## src/rtl/multicycle_ctrl_pkg.sv

```systemverilog
// Shared encodings for the multicycle CPU control unit: FSM states, ALU and
// shifter commands, datapath mux selects, instruction fields and condition codes.
package multicycle_ctrl_pkg;

    typedef enum logic [3:0] {
        ST_RESET    = 4'd0,
        ST_FETCH    = 4'd1,
        ST_DECODE   = 4'd2,
        ST_MEMADR   = 4'd3,
        ST_MEMREAD  = 4'd4,
        ST_MEMWB    = 4'd5,
        ST_MEMWRITE = 4'd6,
        ST_EXECUTER = 4'd7,
        ST_EXECUTEI = 4'd8,
        ST_ALUWB    = 4'd9,
        ST_BRANCH   = 4'd10
    } state_t;

    localparam logic [2:0] ALU_AND = 3'b000;
    localparam logic [2:0] ALU_EOR = 3'b001;
    localparam logic [2:0] ALU_SUB = 3'b010;
    localparam logic [2:0] ALU_RSB = 3'b011;
    localparam logic [2:0] ALU_ADD = 3'b100;
    localparam logic [2:0] ALU_ADC = 3'b101;
    localparam logic [2:0] ALU_SBC = 3'b110;
    localparam logic [2:0] ALU_ORR = 3'b111;

    localparam logic [2:0] SHIFT_NONE = 3'b111;

    localparam logic [1:0] ALUSRCA_PC     = 2'b00;
    localparam logic [1:0] ALUSRCA_RD1    = 2'b01;
    localparam logic [1:0] ALUSRCA_ALUOUT = 2'b10;

    localparam logic [1:0] ALUSRCB_RD2    = 2'b00;
    localparam logic [1:0] ALUSRCB_IMM    = 2'b01;
    localparam logic [1:0] ALUSRCB_BRIMM  = 2'b10;
    localparam logic [1:0] ALUSRCB_FOUR   = 2'b11;

    localparam logic [1:0] RESULTSRC_ALUREG = 2'b00;
    localparam logic [1:0] RESULTSRC_DATA   = 2'b01;
    localparam logic [1:0] RESULTSRC_ALUOUT = 2'b10;

    localparam logic [1:0] REGSRC_DEFAULT = 2'b00;
    localparam logic [1:0] REGSRC_RD_AS_B = 2'b10;

    localparam logic [1:0] OP_DP  = 2'b00;
    localparam logic [1:0] OP_MEM = 2'b01;
    localparam logic [1:0] OP_BR  = 2'b10;

    localparam logic [3:0] CMD_AND = 4'b0000;
    localparam logic [3:0] CMD_EOR = 4'b0001;
    localparam logic [3:0] CMD_SUB = 4'b0010;
    localparam logic [3:0] CMD_RSB = 4'b0011;
    localparam logic [3:0] CMD_ADD = 4'b0100;
    localparam logic [3:0] CMD_ADC = 4'b0101;
    localparam logic [3:0] CMD_SBC = 4'b0110;
    localparam logic [3:0] CMD_CMP = 4'b1010;
    localparam logic [3:0] CMD_ORR = 4'b1100;

    localparam logic [3:0] COND_EQ = 4'b0000;
    localparam logic [3:0] COND_NE = 4'b0001;
    localparam logic [3:0] COND_CS = 4'b0010;
    localparam logic [3:0] COND_CC = 4'b0011;
    localparam logic [3:0] COND_MI = 4'b0100;
    localparam logic [3:0] COND_PL = 4'b0101;
    localparam logic [3:0] COND_VS = 4'b0110;
    localparam logic [3:0] COND_VC = 4'b0111;
    localparam logic [3:0] COND_HI = 4'b1000;
    localparam logic [3:0] COND_LS = 4'b1001;
    localparam logic [3:0] COND_GE = 4'b1010;
    localparam logic [3:0] COND_LT = 4'b1011;
    localparam logic [3:0] COND_GT = 4'b1100;
    localparam logic [3:0] COND_LE = 4'b1101;
    localparam logic [3:0] COND_AL = 4'b1110;
    localparam logic [3:0] COND_NV = 4'b1111;

    typedef struct packed {
        logic       supported;
        logic       is_cmp;
        logic [2:0] alu_op;
    } cmd_dec_t;

    // CMP reuses the SUB datapath; only the missing writeback distinguishes it.
    function automatic cmd_dec_t decode_cmd(input logic [3:0] cmd);
        cmd_dec_t d;
        d = '{supported: 1'b1, is_cmp: 1'b0, alu_op: ALU_AND};
        case (cmd)
            CMD_AND: d.alu_op = ALU_AND;
            CMD_EOR: d.alu_op = ALU_EOR;
            CMD_SUB: d.alu_op = ALU_SUB;
            CMD_RSB: d.alu_op = ALU_RSB;
            CMD_ADD: d.alu_op = ALU_ADD;
            CMD_ADC: d.alu_op = ALU_ADC;
            CMD_SBC: d.alu_op = ALU_SBC;
            CMD_ORR: d.alu_op = ALU_ORR;
            CMD_CMP: begin
                d.alu_op = ALU_SUB;
                d.is_cmp = 1'b1;
            end
            default: d.supported = 1'b0;
        endcase
        return d;
    endfunction

endpackage

```

## src/rtl/multicycle_controller_cond_check.sv

```systemverilog
// ARM condition-code evaluation: cond[3:0] against NZCV gives CondEx.
module cond_check
    import multicycle_ctrl_pkg::*;
(
    input  logic [3:0] cond,
    input  logic [3:0] flags,
    output logic       cond_ex
);

    logic n, z, c, v;

    assign {n, z, c, v} = flags;

    always_comb begin
        cond_ex = 1'b0;
        case (cond)
            COND_EQ: cond_ex = z;
            COND_NE: cond_ex = ~z;
            COND_CS: cond_ex = c;
            COND_CC: cond_ex = ~c;
            COND_MI: cond_ex = n;
            COND_PL: cond_ex = ~n;
            COND_VS: cond_ex = v;
            COND_VC: cond_ex = ~v;
            COND_HI: cond_ex = c & ~z;
            COND_LS: cond_ex = ~c | z;
            COND_GE: cond_ex = (n == v);
            COND_LT: cond_ex = (n != v);
            COND_GT: cond_ex = ~z & (n == v);
            COND_LE: cond_ex = z | (n != v);
            COND_AL: cond_ex = 1'b1;
            COND_NV: cond_ex = 1'b0;
            default: cond_ex = 1'b0;
        endcase
    end

endmodule

```

## src/rtl/multicycle_controller.sv

```systemverilog
// Moore control FSM for the multicycle CPU datapath: sequences fetch, decode,
// memory, data-processing and branch states and decodes every datapath strobe.
module multicycle_controller
    import multicycle_ctrl_pkg::*;
(
    input  logic        clock,
    input  logic        reset,
    input  logic [31:0] INSTRUCTION_OUT,
    input  logic [3:0]  FLAGS,
    output logic        A3Src,
    output logic        AdrSrc,
    output logic        FlagUpdate,
    output logic        IRWrite,
    output logic        MemWrite,
    output logic        PCWrite,
    output logic        RegWrite,
    output logic        WD3Src,
    output logic [1:0]  ALUSrcA,
    output logic [1:0]  ALUSrcB,
    output logic [1:0]  ResultSrc,
    output logic [1:0]  RegSrc,
    output logic [2:0]  ALUop,
    output logic [2:0]  ShiftType,
    output logic [3:0]  state_o,
    output logic        instr_done
);

    state_t     state;
    logic [3:0] cond;
    logic [1:0] op;
    logic       imm_bit;
    logic [3:0] cmd;
    logic       s_bit;
    logic       l_mem;
    logic       l_br;
    logic [3:0] rd;
    logic [1:0] sh;
    logic [4:0] shamt;
    logic       cond_ex;
    logic       decode_exit;
    cmd_dec_t   dp;
    logic       unused_instr_bits;

    assign cond    = INSTRUCTION_OUT[31:28];
    assign op      = INSTRUCTION_OUT[27:26];
    assign imm_bit = INSTRUCTION_OUT[25];
    assign cmd     = INSTRUCTION_OUT[24:21];
    assign s_bit   = INSTRUCTION_OUT[20];
    assign l_mem   = INSTRUCTION_OUT[20];
    assign l_br    = INSTRUCTION_OUT[24];
    assign rd      = INSTRUCTION_OUT[15:12];
    assign shamt   = INSTRUCTION_OUT[11:7];
    assign sh      = INSTRUCTION_OUT[6:5];

    assign unused_instr_bits = ^{INSTRUCTION_OUT[19:16], INSTRUCTION_OUT[4:0]};

    assign dp = decode_cmd(cmd);

    cond_check u_cond_check (
        .cond    (cond),
        .flags   (FLAGS),
        .cond_ex (cond_ex)
    );

    // Failed condition, op 11 and unsupported data-processing commands all retire in DECODE.
    assign decode_exit = ~cond_ex || (op == 2'b11) || ((op == OP_DP) && ~dp.supported);

    always_ff @(posedge clock) begin
        if (!reset) begin
            state <= ST_RESET;
        end else begin
            case (state)
                ST_RESET:    state <= ST_FETCH;
                ST_FETCH:    state <= ST_DECODE;
                ST_DECODE: begin
                    if (decode_exit)
                        state <= ST_FETCH;
                    else if (op == OP_MEM)
                        state <= ST_MEMADR;
                    else if (op == OP_BR)
                        state <= ST_BRANCH;
                    else if (imm_bit)
                        state <= ST_EXECUTEI;
                    else
                        state <= ST_EXECUTER;
                end
                ST_MEMADR:   state <= l_mem ? ST_MEMREAD : ST_MEMWRITE;
                ST_MEMREAD:  state <= ST_MEMWB;
                ST_MEMWB:    state <= ST_FETCH;
                ST_MEMWRITE: state <= ST_FETCH;
                ST_EXECUTER,
                ST_EXECUTEI: state <= dp.is_cmp ? ST_FETCH : ST_ALUWB;
                ST_ALUWB:    state <= ST_FETCH;
                ST_BRANCH:   state <= ST_FETCH;
                default:     state <= ST_RESET;
            endcase
        end
    end

    assign state_o = state;

    always_comb begin
        A3Src      = 1'b0;
        AdrSrc     = 1'b0;
        FlagUpdate = 1'b0;
        IRWrite    = 1'b0;
        MemWrite   = 1'b0;
        PCWrite    = 1'b0;
        RegWrite   = 1'b0;
        WD3Src     = 1'b0;
        ALUSrcA    = '0;
        ALUSrcB    = '0;
        ResultSrc  = '0;
        RegSrc     = '0;
        ALUop      = '0;
        ShiftType  = SHIFT_NONE;
        instr_done = 1'b0;

        case (state)
            ST_FETCH: begin
                IRWrite   = 1'b1;
                PCWrite   = 1'b1;
                AdrSrc    = 1'b0;
                ALUSrcA   = ALUSRCA_PC;
                ALUSrcB   = ALUSRCB_FOUR;
                ALUop     = ALU_ADD;
                ResultSrc = RESULTSRC_ALUOUT;
                RegSrc    = REGSRC_RD_AS_B;
            end
            ST_DECODE: begin
                ResultSrc  = RESULTSRC_ALUOUT;
                RegSrc     = {op == OP_MEM, op == OP_BR};
                instr_done = decode_exit;
            end
            ST_MEMADR: begin
                ALUSrcA = ALUSRCA_RD1;
                ALUSrcB = ALUSRCB_IMM;
                ALUop   = ALU_ADD;
                RegSrc  = REGSRC_RD_AS_B;
            end
            ST_MEMREAD: begin
                AdrSrc  = 1'b1;
                ALUSrcA = ALUSRCA_RD1;
                ALUSrcB = ALUSRCB_IMM;
                ALUop   = ALU_ADD;
                RegSrc  = REGSRC_RD_AS_B;
            end
            ST_MEMWB: begin
                AdrSrc     = 1'b1;
                ResultSrc  = RESULTSRC_DATA;
                RegWrite   = 1'b1;
                instr_done = 1'b1;
            end
            ST_MEMWRITE: begin
                AdrSrc     = 1'b1;
                ResultSrc  = RESULTSRC_ALUREG;
                MemWrite   = 1'b1;
                instr_done = 1'b1;
            end
            ST_EXECUTER: begin
                ALUSrcA    = ALUSRCA_RD1;
                ALUSrcB    = ALUSRCB_RD2;
                ALUop      = dp.alu_op;
                ShiftType  = (shamt != 5'd0) ? {1'b0, sh} : SHIFT_NONE;
                FlagUpdate = s_bit | dp.is_cmp;
                instr_done = dp.is_cmp;
            end
            ST_EXECUTEI: begin
                ALUSrcA    = ALUSRCA_RD1;
                ALUSrcB    = ALUSRCB_IMM;
                ALUop      = dp.alu_op;
                FlagUpdate = s_bit | dp.is_cmp;
                instr_done = dp.is_cmp;
            end
            ST_ALUWB: begin
                ALUSrcA    = ALUSRCA_ALUOUT;
                ResultSrc  = RESULTSRC_ALUREG;
                instr_done = 1'b1;
                // A write to R15 is a jump: steer it into the PC instead of the register file.
                if (rd == 4'd15)
                    PCWrite  = 1'b1;
                else
                    RegWrite = 1'b1;
            end
            ST_BRANCH: begin
                ALUSrcA    = ALUSRCA_PC;
                ALUSrcB    = ALUSRCB_BRIMM;
                ALUop      = ALU_ADD;
                ResultSrc  = RESULTSRC_ALUREG;
                PCWrite    = 1'b1;
                RegWrite   = l_br;
                A3Src      = l_br;
                WD3Src     = l_br;
                instr_done = 1'b1;
            end
            default: ;
        endcase
    end

endmodule

```

## config.mk

```make
export PLATFORM = sky130hd
export DESIGN_NAME = multicycle_controller
export DESIGN_NICKNAME = d
export VERILOG_FILES = /design/src/rtl/multicycle_ctrl_pkg.sv /design/src/rtl/multicycle_controller_cond_check.sv /design/src/rtl/multicycle_controller.sv
export SDC_FILE = /design/constraint.sdc
export NUM_CORES = 1
export LEC_CHECK = 0
export BUFFER_PORTS_ARGS = -buffer_cell sky130_fd_sc_hd__buf_2
export CORE_MARGIN = 2
export CORE_UTILIZATION = 35
export DETAILED_ROUTE_END_ITERATION = 6
export GPL_TIMING_DRIVEN = 0
export MAX_ROUTING_LAYER = met4
export PLACE_DENSITY = 0.8
export SLEW_MARGIN = 10
export SYNTH_ARGS = -nofsm -noshare
export SYNTH_HDL_FRONTEND = slang
export SYNTH_SLANG_ARGS = --single-unit
```

## constraint.sdc

```tcl
create_clock -name clock -period 1.2 [get_ports clock]
set_input_delay 0.06 -clock clock [delete_from_list [all_inputs] [get_ports clock]]
set_output_delay 0.06 -clock clock [all_outputs]
set_load 0.005 [all_outputs]
```

Yosys cells after proc, flatten, opt, wreduce, memory -nomap -nowiden. Cells that the tools add are included.

RAM bits: 0. Word-level logic and storage cells: 99. Latch bits: 0. Bits in read-only memories: 0. Output and inout bits: 27. Memories kept: 0. Bits in registers: 4.

Mux-type cells: 28. Div/mod/pow operators: 0. Eq/ne operators: 39. Reduce and logical (&&, ||, !) cells: 20. $lt $le $gt $ge: 0. $add $sub $neg: 0. Shift operators: 0. Bitwise logic cells: 11. Multiply operators: 0.

Operators with widths (number): 4-bit equality test (second input constant) (14); 4-bit by 3-bit equality test with 1-bit output (second input constant) (11); 4-bit by 2-bit equality test with 1-bit output (second input constant) (6); 4-bit one-hot mux with 6 select lines (1); 3-bit one-hot mux with 7 select lines (1); 4-bit 2-to-1 mux (5); 1-bit one-hot mux with 16 select lines (1); 4-bit by 1-bit equality test with 1-bit output (second input constant) (3); 4-bit logical NOT (3); 2-bit one-hot mux with 2 select lines (3); 4-bit OR reduction (3); 1-bit 2-to-1 mux (9); 3-bit OR reduction (3); 9-bit OR reduction (1); 2-bit OR reduction (4); 3-bit 2-to-1 mux (2); 1-bit NOT (6); 1-bit one-hot mux with 3 select lines (2); 2-bit one-hot mux with 3 select lines (1); 3-bit one-hot mux with 2 select lines (1); 5-bit nonzero test (1); 5-bit OR reduction (1); 2-bit equality test (second input constant) (2); 1-bit OR (3); 9 further kinds (11).

Longest topological paths before layout. Gate-level depths: netlist (run 1).

Depth after elaboration: 8. Depth in mapped cells: 6.

Modules after synthesis. Synthesis (run 1) repeated with hierarchy kept, for this count alone.

Cell total of the unflattened synthesis: 135. Area total of the unflattened synthesis: 865.8 um^2.

Modules (own cells, without submodules): multicycle_controller (cells each 112, times used 1, sequential area each 80.1 um^2, area an instance 710.7 um^2); cond_check (cells each 23, times used 1, sequential area each 0.0 um^2, area an instance 155.1 um^2).

Least setup slack after synthesis (run 1). No wires, ideal clock.

Path type: register to register. Start: register state[3] (netlist: state_o[3]). End: register state[3] (netlist: state_o[3]). Data arrival time: 1.281 ns. Slack: -0.156 ns. Setup time: 0.074 ns. Data required time: 1.126 ns. Period minus slack after synthesis: 1.356 ns. Cell stages (with the launch flop): 5. Path buffers: 0. Cells stage by stage: dfxtp_1 -> nor2b_1 -> a21oi_1 -> or3b_2 -> o21ai_0.

Longest elaborated chain between the ends: 3.

RTL lines: start, declared (RTL line multicycle_controller.sv:28) `state_t state;`; start signal, assigned (RTL line multicycle_controller.sv:87) `ST_MEMADR: state <= l_mem ? ST_MEMREAD : ST_MEMWRITE;`; start signal, assigned (RTL line multicycle_controller.sv:92) `ST_EXECUTEI: state <= dp.is_cmp ? ST_FETCH : ST_ALUWB;`; 4-bit equality test, or another cell as far along (RTL line multicycle_controller.sv:72) `case (state)`; 5-bit OR reduction (no source line) / 2-bit OR reduction (equally long branches); 4-bit one-hot mux with 6 select lines * (RTL line multicycle_controller.sv:72).

Every way passes the cells marked *; elsewhere a longest branch is shown, timed or not. A chain may end at the register's enable or synchronous reset.

Final worst setup path (run 1).
Start: register state[2] (netlist: state_o[2]). End: output port instr_done.

Longest elaborated chain between the ends: 3.

RTL lines: 4-bit equality test / 4-bit by 3-bit equality test with 1-bit output (equally long branches) (RTL line multicycle_controller.sv:119) `case (state)`; 4-bit OR reduction (no source line) / 2-bit OR reduction (equally long branches); 1-bit one-hot mux with 3 select lines * (RTL line multicycle_controller.sv:119); end, declared (RTL line multicycle_controller.sv:25) `output logic instr_done`.

Marked as above.

==> results of run 1 <==
Yosys cell counts (all sizes together) (2+ instances only):
cell,number,share of area
a211o,2,0.022
a21boi,3,0.029
a21oi,12,0.076
a31oi,2,0.016
and3,4,0.032
buf,2,0.016
clkbuf,4,0.019
dfxtp,4,0.10
inv,5,0.024
nand2,13,0.062
nand2b,4,0.032
nand3b,3,0.029
nand4,2,0.016
nor2,21,0.10
nor2b,5,0.040
nor3,3,0.019
o21a,2,0.019
o21ai,14,0.089
o2bb2ai,2,0.022
o311ai,2,0.022
or2,2,0.016
xnor2,4,0.044
cells by family (layout without fill, tap and decap cells):
logic type,Yosys count,count (layout),synth area share
AND/OR/NAND/NOR,65,65,0.427
AO/OA/AOI/OAI,45,45,0.356
buffers and inverters,11,84,0.0587
XOR/XNOR,4,4,0.0444
flip-flops,4,4,0.102
multiplexers,1,1,0.0127
per-layer routing:
metal | vias to the layer above | global-route usage | part of all wire
li1 | 622 | - | -
met1 | 610 | 0.238 | 0.36
met2 | 105 | 0.423 | 0.50
met3 | 10 | 0.0497 | 0.12
met4 | 0 | 0.0614 | 0.019
met5 | - | - | 0
stage by stage:
step	setup TNS [ns]	total power, W
floorplan	-0.00246	0.000433
global placement	-1.63	0.000604
detailed placement	-1.64	0.000610
CTS	-2.51	0.000902
global route	-4.58	0.00112
finish	-3.62	0.00106
path summary, 6_finish.rpt:
| check | from | end | slack, ns | cells after the start |
|---|---|---|---|---|
| worst max-delay path | state_o[2] | instr_done | -0.33 | 6 |
| worst min-delay path | reset | state_o[0] | 0.09 | 3 |
| worst max register to register | state_o[3] | state_o[3] | -0.16 | 5 |
| worst min register to register | state_o[2] | state_o[0] | 0.83 | 3 |
critical path: cells and delay by family, from the launching register on:
family,cells,cell delay (ns)
AO/OA/AOI/OAI,3,0.39
AND/OR/NAND/NOR,1,0.10
buffers and inverters,2,0.30
flip-flops,1,0.43
where the power goes:
part           switching (W)  internal, W  leakage, nW  total [W]
clock              0.0000738     0.000126       0.0150   0.000200
combinational       0.000354     0.000319        0.665   0.000673
sequential         0.0000418     0.000147       0.0356   0.000189
timing repair:
action                     in CTS  in global routing
setup buffers                  13                  3
setup endpoints to repair      27                 26
hold buffers                    0                  0
pin swaps                       5                 13
gates resized for setup        36                 46
final cells by class:
class / instances / area (sq um)
well taps: 28 / 35.0
fillers: 163 / 629
repair buffers: 69 / 452
flip-flops and latches: 4 / 95.1
inverters: 5 / 26.3
clock buffers: 4 / 26.3
plain buffers: 6 / 71.3
multi-input cells: 115 / 835
==> flow_summary.yaml, run 1 <==
run_status:
  status: "finished with violations"
  violations: "setup timing"
finish:
  syn2layout_area_growth_pct: 95.4
  fin_nets: 242
  layout-drive-gt1-share: 0.586
  final_util: 0.710
  layout_commonest_cell: "buf_2"
  diodes: 0
  largest_reg_flops: 4
  layout_common_cells: "buf_2, buf_6, nor2_1"
  postLayoutCellArea_sq_mm: 0.00154
  fin_cells: 231
critical_path:
  worstPathRequired_ns: 1.14
  critical_path_arrival_ns: 1.47
  worst-path-max-fanout: 7
  slowest_delay_ns: 0.43
  critPathKind: "flip-flop to primary output"
  start_kind: "flip-flop"
  end_kind: "primary output"
  worstPathCellList: "buf_8 -> a21oi_2 -> o21ai_1 -> nand2_1 -> a31oi_1 -> buf_2"
  cp_slowest_cell: "dfxtp_4"
routing:
  dr.pass1.iters: 4
  vias: 1347
  routed_wl_mm: 3.93
  viasPerCell: 5.83
  wl_per_cell_microns: 17.0
  remaining_drc_errors: 0
  ant_nets: 0
  drtIter0Drc: 56
floorplanning:
  die_area_sq_mm: 0.00265
  ioPinCount: 65
  num_rows: 17
  die_x_microns: 51.5
  start_util: 0.363
  die_h_microns: 51.5
  core_sq_mm: 0.00217
yosys:
  yosys_register_bits: 4
  synth_edf_count: 0
  ys_seq_area_frac: 0.102
  synthDistinctLibCells: 38
  synth_nets: 168
  syn_inst: 130
  async_flop_share: 0
  synth_top_flop_cell: "dfxtp_1"
  yosys_warnings: 0
  syn_avg_cell_area_sq_um: 6.06
  synth.cell_area_sq_um: 788
placed_design:
  dp_cells: 211
  dp_hpwl_mm: 1.94
  pre_cts_slack_ns: -0.238
  placed_area_sq_mm: 0.00113
  io_buffers: 53
  gp_congestion: 0.797
global_routing:
  grt_pass1_wl_mm: 4.58
  grt_max_degree: 10
  overflow: 0
  first_global_vias: 1085
  track_usage: 0.227
  antenna_found_initial: 0
timing:
  worstMarginPinSlew_ns: 0.434
  setup_violations: 26
  finalHoldViolations: 0
  rsz0062_at_grt: "true"
  layout_setup_ws_ns: -0.327
  slew_violations: 0
  max_slew_margin: 0.709
  fin_crit_sh: 1.27
  period_minus_slack_ns: 1.53
  fmax_ghz: 0.655
  finalClockSkew_ns: 0.00108
  whs_ns: 0.0890
pwr:
  vdd_drop_max_mv: 0.489
  leakagePower_nw: 0.715
  powerDensity_mw_per_mm2: 689
clock_network:
  clock_latency_ns: 0.25
  numCtsBuffers: 3
  cts_tree: "built"
  htree_levels: 1
  cts.sinks: 4
  cts-root-buf: "clkbuf_4"
  max-clock-path-buffers: 2
  clk_pin_slew_worst_paths_ns: 0.04
worst_hold_path:
  hp-class: "primary input to flip-flop"
run:
  drv_cap: 0
(Power assumes the default switching activity.)
==> run 2: changes to the inputs <==
- PLACE_DENSITY: 0.8 -> 0.77
==> flow_summary.yaml, run 2 (synthesis results as in run 1) <==
run_status:
  status: "finished with violations"
  violations: "setup timing"
finish:
  diodes: 0
  layout-drive-gt1-share: 0.600
  final_util: 0.732
  layout_common_cells: "buf_2, buf_4, nor2_1"
  fin_nets: 250
  syn2layout_area_growth_pct: 101
  fillers: 162
  postLayoutCellArea_sq_mm: 0.00159
  multi_input_area_sq_um: 842
  largest_reg_flops: 4
  layout_commonest_cell: "buf_2"
  seqCellArea_sq_um: 95.1
floorplanning:
  ioPinCount: 65
  die_h_microns: 51.5
  start_util: 0.363
  num_rows: 17
  die_x_microns: 51.5
  core_sq_mm: 0.00217
  die_area_sq_mm: 0.00265
pwr:
  leakagePower_nw: 0.758
  p_sw_w: 0.000468
  powerDensity_mw_per_mm2: 693
  vdd_drop_max_mv: 0.467
  pwr-share-seq: 0.163
  switching_share: 0.425
  intPower_w: 0.000633
  clockPowerShare: 0.149
  comb_power_share: 0.688
timing:
  slew_violations: 0
  fmax_ghz: 0.675
  finalClockSkew_ns: 0.00191
  fin_crit_sh: 1.23
  worstMarginPinSlew_ns: 0.514
  finalHoldViolations: 0
  whs_ns: 0.102
  period_minus_slack_ns: 1.48
  layout_setup_ws_ns: -0.281
  rsz0062_at_grt: "true"
  setup_violations: 24
  max_slew_margin: 0.657
routing:
  wl_per_cell_microns: 17.9
  ant_nets: 0
  dr.pass1.iters: 4
  drtIter0Drc: 67
  vias: 1417
  routed_wl_mm: 4.27
  viasPerCell: 5.95
  remaining_drc_errors: 0
clock_network:
  clock_latency_ns: 0.23
  clk_pin_slew_worst_paths_ns: 0.04
  cts_tree: "built"
  htree_levels: 1
  postCtsHoldBufs: 0
  cts-root-buf: "clkbuf_4"
  numCtsBuffers: 3
  max-clock-path-buffers: 2
  cts.sinks: 4
global_routing:
  grt_max_degree: 10
  track_usage: 0.237
  grt_pass1_wl_mm: 4.82
  overflow: 0
  first_global_vias: 1159
  antenna_found_initial: 0
critical_path:
  crit-reg2reg-launch: "state_o[1]"
  critical_path_arrival_ns: 1.42
  r2r_slack_ns: -0.19
  critPathKind: "flip-flop to primary output"
  end_kind: "primary output"
  start_kind: "flip-flop"
  worstPathRequired_ns: 1.14
  r2r-end: "state_o[0]"
  reg2reg_depth: 6
  worst-path-max-fanout: 7
worst_hold_path:
  worst_hold_path.num_cells: 3
  worstHoldStart: "reset"
  min_to: "state_o[0]"
  hp-class: "primary input to flip-flop"
placed_design:
  dp_hpwl_mm: 2.04
  io_buffers: 53
  gp_congestion: 0.843
  placed_area_sq_mm: 0.00113
run:
  drv_cap: 0
==> run 2: cell count changes in the layout (fill, tap and decap cells not counted), sizes merged <==
| cell | change |
|---|---|
| clkbuf | -1 |
| buf | +8 |
| clkinvlp | +1 |
| inv | -1 |
==> run 2: power groups by stage <==
stage,logic [W],registers (W),clock network [W]
3_3_place_gp,0.000425,0.000175,0
4_1_cts,0.000585,0.000179,0.000166
2_1_floorplan,0.000261,0.000172,0
3_5_place_dp,0.000436,0.000176,0
5_1_grt,0.000803,0.000179,0.000184
6_report,0.000758,0.000179,0.000164
==> run 2: metal layers <==
metal	GRT usage	up-vias	wire length, microns
li1	-	636	-
met1	0.268	637	1450
met2	0.432	116	2190
met3	0.0263	28	415
met4	0.0789	0	213
met5	-	-	0
==> run 2: per-stage QoR <==
step | total power, W | setup slack (ns) | TNS (ns) | cells
floorplan | 0.000433 | -0.00246 | -0.00246 | 130
global placement | 0.000600 | -0.233 | -1.33 | 211
detailed placement | 0.000613 | -0.294 | -1.72 | 211
CTS | 0.000930 | -0.199 | -3.25 | 230
global route | 0.00117 | -0.340 | -5.78 | 238
finish | 0.00110 | -0.281 | -4.69 | 238
==> run 2: worst max-delay path by stage <==
stage,slack (ns),from,end,cells after the start
after CTS,-0.20,state_o[2],instr_done,6
after floorplan,-0.002,INSTRUCTION_OUT[28],state_o[2],6
final,-0.28,state_o[3],ALUSrcB[0],5
after detailed placement,-0.29,INSTRUCTION_OUT[29],instr_done,7
after global routing,-0.34,state_o[1],ALUop[2],5
after global placement,-0.23,INSTRUCTION_OUT[29],instr_done,7
==> run 2: repair_timing <==
| action | 4_1_cts | 5_1_grt |
|---|---|---|
| endpoints found under the hold margin | 0 | 0 |
| gates resized for setup | 48 | 32 |
| endpoints found under the setup margin | 26 | 26 |
| pin swaps | 16 | 16 |
| setup buffers | 16 | 8 |
==> run 2: cell type report <==
cell class                 count  area share
tap                           28      0.0221
multi-input combinational    115       0.530
buffer                         6      0.0449
clock buffer                   3      0.0142
timing repair buffer          77       0.314
inverter                       5      0.0142
sequential                     4      0.0599
==> run 2: worst max-delay path, cell delays in order (launching register included) <==
cell and delay, ns:
dfxtp_4 0.37, nor2b_4 0.14, buf_4 0.15, o21ai_1 0.25, nand2_1 0.13, buf_2 0.15
